### src/rtl/video_pkg.sv
// Shared definitions for the video stream padder.
//   state_t      : 2-bit padder FSM state encoding
//   PAD_MODE_*   : pad word source selection values
//   cnt_width()  : bit width of a modulo-N counter (never below 1)
package video_pkg;

  typedef enum logic [1:0] {
    ST_IDLE   = 2'd0,
    ST_ALIGN  = 2'd1,
    ST_TAIL   = 2'd2,
    ST_FINISH = 2'd3
  } state_t;

  localparam int PAD_MODE_CONST = 0;  // pad with PAD_VALUE
  localparam int PAD_MODE_LAST  = 1;  // pad with the last data word

  function automatic int cnt_width(input int modulus);
    return (modulus > 1) ? $clog2(modulus) : 1;
  endfunction

endpackage

### src/rtl/video_stream_padder_if.sv
// Data word bus between upstream producer, padder and downstream consumer.
//   vbuf_in/vbuf_wr_in   : upstream word and write strobe
//   vbuf_out/vbuf_wr_out : downstream word and write strobe
// master = test/driver side, slave = padder side.
interface video_stream_padder_if #(
  parameter int DATA_W = 8
);
  logic [DATA_W-1:0] vbuf_in;
  logic              vbuf_wr_in;
  logic [DATA_W-1:0] vbuf_out;
  logic              vbuf_wr_out;

  modport master (
    output vbuf_in, vbuf_wr_in,
    input  vbuf_out, vbuf_wr_out
  );

  modport slave (
    input  vbuf_in, vbuf_wr_in,
    output vbuf_out, vbuf_wr_out
  );
endinterface

### src/rtl/video_stream_padder_counter.sv
// Modulo-MOD counter with synchronous clear.
//   clk, rst : clock, asynchronous active-high reset
//   clr      : synchronous clear (wins over inc)
//   inc      : advance by one, wrapping from MOD-1 to 0
//   count    : current value
//   last     : count is at its terminal value MOD-1
module mod_counter
  import video_pkg::*;
#(
  parameter int MOD = 4
) (
  input  logic                      clk,
  input  logic                      rst,
  input  logic                      clr,
  input  logic                      inc,
  output logic [cnt_width(MOD)-1:0] count,
  output logic                      last
);
  localparam int W = cnt_width(MOD);

  assign last = (count == W'(MOD - 1));

  // Count register: clear has priority, explicit wrap at the terminal value.
  always_ff @(posedge clk or posedge rst) begin
    if (rst) begin
      count <= {W{1'b0}};
    end else if (clr) begin
      count <= {W{1'b0}};
    end else if (inc) begin
      count <= last ? {W{1'b0}} : count + W'(1'b1);
    end else begin
      count <= count;
    end
  end
endmodule

### src/rtl/video_stream_padder.sv
// Video stream padder: passes words through until stream_end, then pads the
// stream to a multiple of ALIGN words and appends PAD_LEN tail pad words.
//   clk, rst     : clock, asynchronous active-high reset
//   clk_en       : qualifies all state updates and input writes
//   stream_end   : end of stream (acted on only in IDLE)
//   restart      : return to IDLE and clear counters / drop_err
//   vbuf         : upstream/downstream word bus (slave side)
//   pad_active   : padding in progress (ALIGN or TAIL)
//   done         : padding complete (FINISH)
//   drop_err     : sticky, an upstream write arrived while not in IDLE
module video_stream_padder
  import video_pkg::*;
#(
  parameter int                DATA_W    = 8,
  parameter int                ALIGN     = 16,
  parameter int                PAD_LEN   = 16,
  parameter int                PAD_MODE  = 0,
  parameter logic [DATA_W-1:0] PAD_VALUE = {DATA_W{1'b0}}
) (
  input  logic                  clk,
  input  logic                  rst,
  input  logic                  clk_en,
  input  logic                  stream_end,
  input  logic                  restart,
  video_stream_padder_if.slave  vbuf,
  output logic                  pad_active,
  output logic                  done,
  output logic                  drop_err
);
  localparam int AW = cnt_width(ALIGN);

  state_t            state;
  state_t            next_state;
  logic              cnt_clr;
  logic              align_inc;
  logic              tail_inc;
  logic [AW-1:0]     align_count;
  logic              align_last;
  logic              tail_last;
  logic [DATA_W-1:0] last_word;
  logic [DATA_W-1:0] pad_word;

  assign cnt_clr = clk_en & restart;

  mod_counter #(.MOD(ALIGN)) u_align_cnt (
    .clk   (clk),
    .rst   (rst),
    .clr   (cnt_clr),
    .inc   (align_inc),
    .count (align_count),
    .last  (align_last)
  );

  mod_counter #(.MOD(PAD_LEN)) u_tail_cnt (
    .clk   (clk),
    .rst   (rst),
    .clr   (cnt_clr),
    .inc   (tail_inc),
    .count (),
    .last  (tail_last)
  );

  // Next-state and counter-advance decode; restart overrides everything.
  always_comb begin
    next_state = state;
    align_inc  = 1'b0;
    tail_inc   = 1'b0;
    if (clk_en && restart) begin
      next_state = ST_IDLE;
    end else if (clk_en) begin
      case (state)
        ST_IDLE: begin
          align_inc = vbuf.vbuf_wr_in;
          if (stream_end) begin
            // Aligned after this cycle's write: counter wraps (write on last)
            // or stays at zero (no write).
            if (vbuf.vbuf_wr_in ? align_last : (align_count == {AW{1'b0}})) begin
              next_state = ST_TAIL;
            end else begin
              next_state = ST_ALIGN;
            end
          end else begin
            next_state = ST_IDLE;
          end
        end
        ST_ALIGN: begin
          align_inc = 1'b1;
          if (align_last) begin
            next_state = ST_TAIL;
          end else begin
            next_state = ST_ALIGN;
          end
        end
        ST_TAIL: begin
          tail_inc = 1'b1;
          if (tail_last) begin
            next_state = ST_FINISH;
          end else begin
            next_state = ST_TAIL;
          end
        end
        ST_FINISH: next_state = ST_FINISH;
        default:   next_state = ST_IDLE;
      endcase
    end else begin
      next_state = state;
    end
  end

  // Output decode: zero-latency passthrough in IDLE, pad words otherwise.
  always_comb begin
    pad_word         = (PAD_MODE == PAD_MODE_LAST) ? last_word : PAD_VALUE;
    vbuf.vbuf_out    = vbuf.vbuf_in;
    vbuf.vbuf_wr_out = vbuf.vbuf_wr_in;
    pad_active       = 1'b0;
    done             = 1'b0;
    case (state)
      ST_IDLE: begin
        vbuf.vbuf_out    = vbuf.vbuf_in;
        vbuf.vbuf_wr_out = vbuf.vbuf_wr_in;
      end
      ST_ALIGN, ST_TAIL: begin
        vbuf.vbuf_out    = pad_word;
        vbuf.vbuf_wr_out = clk_en;
        pad_active       = 1'b1;
      end
      ST_FINISH: begin
        vbuf.vbuf_out    = pad_word;
        vbuf.vbuf_wr_out = 1'b0;
        done             = 1'b1;
      end
      default: begin
        vbuf.vbuf_out    = vbuf.vbuf_in;
        vbuf.vbuf_wr_out = vbuf.vbuf_wr_in;
      end
    endcase
  end

  // FSM state register.
  always_ff @(posedge clk or posedge rst) begin
    if (rst) begin
      state <= ST_IDLE;
    end else begin
      state <= next_state;
    end
  end

  // Last accepted data word; starts at PAD_VALUE so an empty stream pads with it.
  always_ff @(posedge clk or posedge rst) begin
    if (rst) begin
      last_word <= PAD_VALUE;
    end else if (clk_en && vbuf.vbuf_wr_in && (state == ST_IDLE)
                 && (PAD_MODE == PAD_MODE_LAST)) begin
      last_word <= vbuf.vbuf_in;
    end else begin
      last_word <= last_word;
    end
  end

  // Sticky drop flag: writes outside IDLE are discarded; restart clears it.
  always_ff @(posedge clk or posedge rst) begin
    if (rst) begin
      drop_err <= 1'b0;
    end else if (clk_en && restart) begin
      drop_err <= 1'b0;
    end else if (clk_en && vbuf.vbuf_wr_in && (state != ST_IDLE)) begin
      drop_err <= 1'b1;
    end else begin
      drop_err <= drop_err;
    end
  end
endmodule

### src/flat_wrapper.sv
// flat-port wrapper written by rule: the top's interface ports become plain ports
module video_stream_padder_flat import video_pkg::*;
#(
  parameter int                DATA_W    = 8,
  parameter int                ALIGN     = 16,
  parameter int                PAD_LEN   = 16,
  parameter int                PAD_MODE  = 0,
  parameter logic [DATA_W-1:0] PAD_VALUE = {DATA_W{1'b0}}
)
  (clk, rst, clk_en, stream_end, restart, pad_active, done, drop_err, vbuf_vbuf_in, vbuf_vbuf_wr_in, vbuf_vbuf_out, vbuf_vbuf_wr_out);
  video_stream_padder_if #(.DATA_W(DATA_W)) vbuf_i ();
  input  logic clk;
  input  logic rst;
  input  logic clk_en;
  input  logic stream_end;
  input  logic restart;
  output logic pad_active;
  output logic done;
  output logic drop_err;
  input wire logic [$bits(vbuf_i.vbuf_in)-1:0] vbuf_vbuf_in;
  input wire logic [$bits(vbuf_i.vbuf_wr_in)-1:0] vbuf_vbuf_wr_in;
  output wire logic [$bits(vbuf_i.vbuf_out)-1:0] vbuf_vbuf_out;
  output wire logic [$bits(vbuf_i.vbuf_wr_out)-1:0] vbuf_vbuf_wr_out;
  assign vbuf_i.vbuf_in = vbuf_vbuf_in;
  assign vbuf_i.vbuf_wr_in = vbuf_vbuf_wr_in;
  assign vbuf_vbuf_out = vbuf_i.vbuf_out;
  assign vbuf_vbuf_wr_out = vbuf_i.vbuf_wr_out;
  video_stream_padder #(.DATA_W(DATA_W), .ALIGN(ALIGN), .PAD_LEN(PAD_LEN), .PAD_MODE(PAD_MODE), .PAD_VALUE(PAD_VALUE)) u_core (.clk(clk), .rst(rst), .clk_en(clk_en), .stream_end(stream_end), .restart(restart), .vbuf(vbuf_i), .pad_active(pad_active), .done(done), .drop_err(drop_err));
endmodule
### config.mk
export PLATFORM = sky130hd
export DESIGN_NAME = video_stream_padder_flat
export DESIGN_NICKNAME = d
export VERILOG_FILES = /design/src/rtl/video_pkg.sv /design/src/rtl/video_stream_padder_if.sv /design/src/rtl/video_stream_padder_counter.sv /design/src/rtl/video_stream_padder.sv /design/src/flat_wrapper.sv
export SDC_FILE = /design/constraint.sdc
export NUM_CORES = 1
export LEC_CHECK = 0
export CELL_PAD_IN_SITES_DETAIL_PLACEMENT = 2
export CELL_PAD_IN_SITES_GLOBAL_PLACEMENT = 2
export CORE_UTILIZATION = 27
export CTS_CLUSTER_DIAMETER = 80
export CTS_CLUSTER_SIZE = 25
export DETAILED_ROUTE_END_ITERATION = 16
export GPL_ROUTABILITY_DRIVEN = 0
export PLACE_DENSITY = 0.82
export SLEW_MARGIN = 20
export SYNTH_ARGS = -nofsm -noshare
export SYNTH_HDL_FRONTEND = slang
export SYNTH_SLANG_ARGS = --single-unit
export TNS_END_PERCENT = 50
### constraint.sdc
create_clock -name clk -period 1.75 [get_ports clk]
set_input_delay 0.525 -clock clk [delete_from_list [all_inputs] [get_ports clk]]
set_output_delay 0.525 -clock clk [all_outputs]
set_load 0.02 [all_outputs]
==> summary.md <==
| Metric | Value |
|---|---|
| Clk Latency, worst-skew pair | `0.27 ns` |
| Status | `finished, violations left` |
| Synth-to-Final Area Change | `60.20%` |
| Hold Path Class | `reg2reg` |
| Drt drc | `0` |
| Max_cap viols | `0` |
| Slew @ Worst Pin | `about 0.47 ns` |
| Synth top area cells | `dfrtp_1 (32%), ha_1 (12%), and2_1 (5.8%)` |
| Avg Synthesized Cell Area | `between 9 and 10 um^2` |
| Hold path cells | `2` |
| Multi-input gate area | `600.6 um^2` |
| Layout Nets | `about 160` |
| Cells after synthesis | `between 90 and 100` |
| Critical-path top delay cell | `dfrtp_1` |
| FF/Latch Area | `275.3 um^2` |
| Die Area | `3432 um^2` |
| Worst path cell trace | `inv_2 -> ha_4 -> nor2b_2 -> a22o_1 -> buf_6` |
| Async S/R FF share, synth | `1.000` |
| Final setup violating endpoints | `7` |
| Clk buf depth | `2` |
| Fmax | `between 500 and 600 MHz` |
| EDFF count, synth | `0` |
| Crit Path Max Fanout | `3` |
| PD cells | `822.9 nW/um^2` |
| Ports | `26` |
| Worst path arrival time | `~1.4 ns` |
| Inserted Clock Buffers | `3` |
| Synthesized cell area | `between 800 and 900 um^2` |
| Worst Setup Start Kind | `flop` |
| Global route total overflow | `0` |
| Fill count | `between 300 and 400` |
| Clock sinks | `11` |
| Detailed Route WL | `around 3000 um` |
| DRT antenna net count | `0` |
| Design Area, Final | `about 1400 um^2` |
| Fin crit share | `1.069` |
| Static Leak | `0.6207 nW` |
| Crit path kind | `reg2out` |
| Worst r2r path cells | `8` |
| Port Buffers | `25` |
| WL per Instance | `~17 um` |
| Area leader, netlist | `dfrtp_1` |
| Sequential-to-total area share from yosys stat | `0.3184` |
| HPWL Detailed | `~2300 um` |
| Minimum clock period | `between 1.5 and 2 ns` |
| Slew HR | `0.6896` |
| RSZ-0062 raised after global routing | `yes` |
| Antenna violations before repair | `0` |
| Pre-antenna DRT Iters | `4` |
| Cell Rows | `20` |
| Vias per cell | `roughly 4.9` |
| Crit path capture type | `output pin` |
| Root buffer cell | `clkbuf_4` |
| Number of synthesized register bits | `11` |
| DP Area | `between 1000 and 1500 um^2` |
| Layout cells sized above 1 | `0.4265` |
| Max Transition Viols Final | `0` |
| Mapped Nets | `between 100 and 150` |
| Layout Utilization | `0.4537` |
| Unique masters post-synth | `36` |
| DRT iter0 DRCs | `6` |
| Top_reg_cell synth | `dfrtp_1` |
| GRT Total Usage | `0.1908` |
| PnR worst setup slack | `-0.1207 ns` |
| Fin. Hold Viols | `0` |
| Height of the die | `about 59 um` |
| Largest net degree at the start of global routing | `12` |
| Synth Warn # | `0` |
| Worst-case vdd ir drop | `0.0003421 V` |
| Reg clk slew, reported paths | `approximately 0.08 ns` |
| CTS tree | `built` |
| Die X | `between 50 and 60 um` |
| Violated checks | `setup timing` |
| Slowest stage delay, CP | `0.40 ns` |
| Total number of vias | `slightly below 900` |
| Vias in the first global route | `approximately 1000` |
| Initial cell density of the core | `0.2832` |
| Setup Skew | `0.003923 ns` |
| Htree depth | `1` |
| CP required | `1.22 ns` |
| Synth top area share | `0.3184` |
| First-pass GRT wire length | `slightly below 5000 um` |
| ANT cells | `0` |
| Core Box Area | `approximately 3000 um^2` |
| WHS | `0.5569 ns` |
layout make-up:
cell class / instances / area share
Sequential cell: 11 / 0.1987
Clock buffer: 4 / 0.01897
Tap cell: 44 / 0.03975
Timing Repair Buffer: 44 / 0.2873
Multi-Input combinational cell: 69 / 0.4336
Inverter: 8 / 0.02168
synthesized netlist by cell type, types with 2 or more instances:
cell type and count:
nor2_1 3, a22o_1 2, a211o_2 2, o21ai_0 4, dfrtp_1 11, a21oi_1 5
o311ai_0 2, o31ai_1 2, ha_1 8, nand3_1 2, a31oi_1 2, nor2b_1 4
nand2_1 5, inv_1 8, buf_6 3, and2_1 8, o2bb2ai_1 2
timing repair:
| action | in CTS | in global routing |
|---|---|---|
| setup buffers | 2 | 2 |
| hold buffers | 0 | 0 |
| hold endpoints to repair | 0 | 0 |
| setup endpoints to repair | 14 | 15 |
| gates resized for setup | 83 | 13 |
| pin swaps | 8 | 5 |
stage by stage:
step,power [mW],std cells,TNS [ns],setup WS (ns)
3_5_place_dp,0.8648,172,-6.208,-0.7143
2_1_floorplan,0.6178,92,0,0.09801
4_1_cts,1.112,178,-0.1322,-0.1174
6_report,1.140,180,-0.1520,-0.1207
5_1_grt,1.210,180,-0.7573,-0.1802
3_3_place_gp,0.8303,172,-5.712,-0.6894
state kept, by name, indices dropped and copies added, names as in the netlist:
name and cells:
u_core.u_tail_cnt.count 4, u_core.state 2, u_core.u_align_cnt.count 4, u_core.drop_err 1
cell usage in the layout, fill, tap and decap left out, types with 3 or more instances in the layout:
| master | synthesis | layout |
|---|---|---|
| buf_4 | 0 | 19 |
| buf_6 | 3 | 11 |
| dfrtp_1 | 11 | 11 |
| and2_4 | 0 | 8 |
| dlygate4sd2_1 | 0 | 7 |
| clkdlybuf4s50_1 | 0 | 7 |
| inv_1 | 8 | 6 |
| nand2_1 | 5 | 5 |
| a21oi_1 | 5 | 5 |
| o21ai_0 | 4 | 3 |
| nor2_1 | 3 | 3 |
| nor2b_1 | 4 | 3 |
| ha_4 | 0 | 3 |
| ha_1 | 8 | 3 |
| clkbuf_4 | 0 | 3 |
cell families after synthesis:
logic type               count (synthesis)  synth area share
AO/OA/AOI/OAI                           30            0.2620
AND/OR/NAND/NOR                         31            0.2258
adder cells (fa/ha/maj)                  8            0.1158
buffers and inverters                   12           0.07814
flip-flops                              11            0.3184
critical path: cells and delay by family, from the launching register on:
| kind | cells | cell delay (ns) |
|---|---|---|
| flops | 1 | 0.40 |
| buf+inv | 2 | 0.25 |
| compound gates | 1 | 0.20 |
| fa+ha+maj | 1 | 0.17 |
| simple gates | 1 | 0.05 |
worst paths after layout:
kind / start / end / slack [ns]
max in group asynchronous: rst / u_core.state[1] / 0.84
worst min register to register: u_core.drop_err / u_core.drop_err / 0.56
worst max-delay path: u_core.state[0] / vbuf_vbuf_wr_out / -0.12
worst min-delay path: u_core.drop_err / u_core.drop_err / 0.56
min in group asynchronous: rst / u_core.u_align_cnt.count[2] / 0.59
worst max register to register: u_core.state[0] / u_core.state[0] / 0.08
metal layers:
metal | share of wire | vias up | global-route usage
met5 | 0 | - | 0
met1 | 0.42 | 429 | 0.2005
met2 | 0.54 | 23 | 0.3924
met4 | 0.0063 | 0 | 0.04082
li1 | - | 425 | -
met3 | 0.034 | 2 | 0.02857
power by group:
part	internal [mW]	switching, mW	total, mW
logic	0.330	0.283	0.613
registers	0.296	0.0512	0.347
clock network	0.0883	0.0915	0.180
total	0.714	0.426	1.14
(Power assumes the default switching activity.)
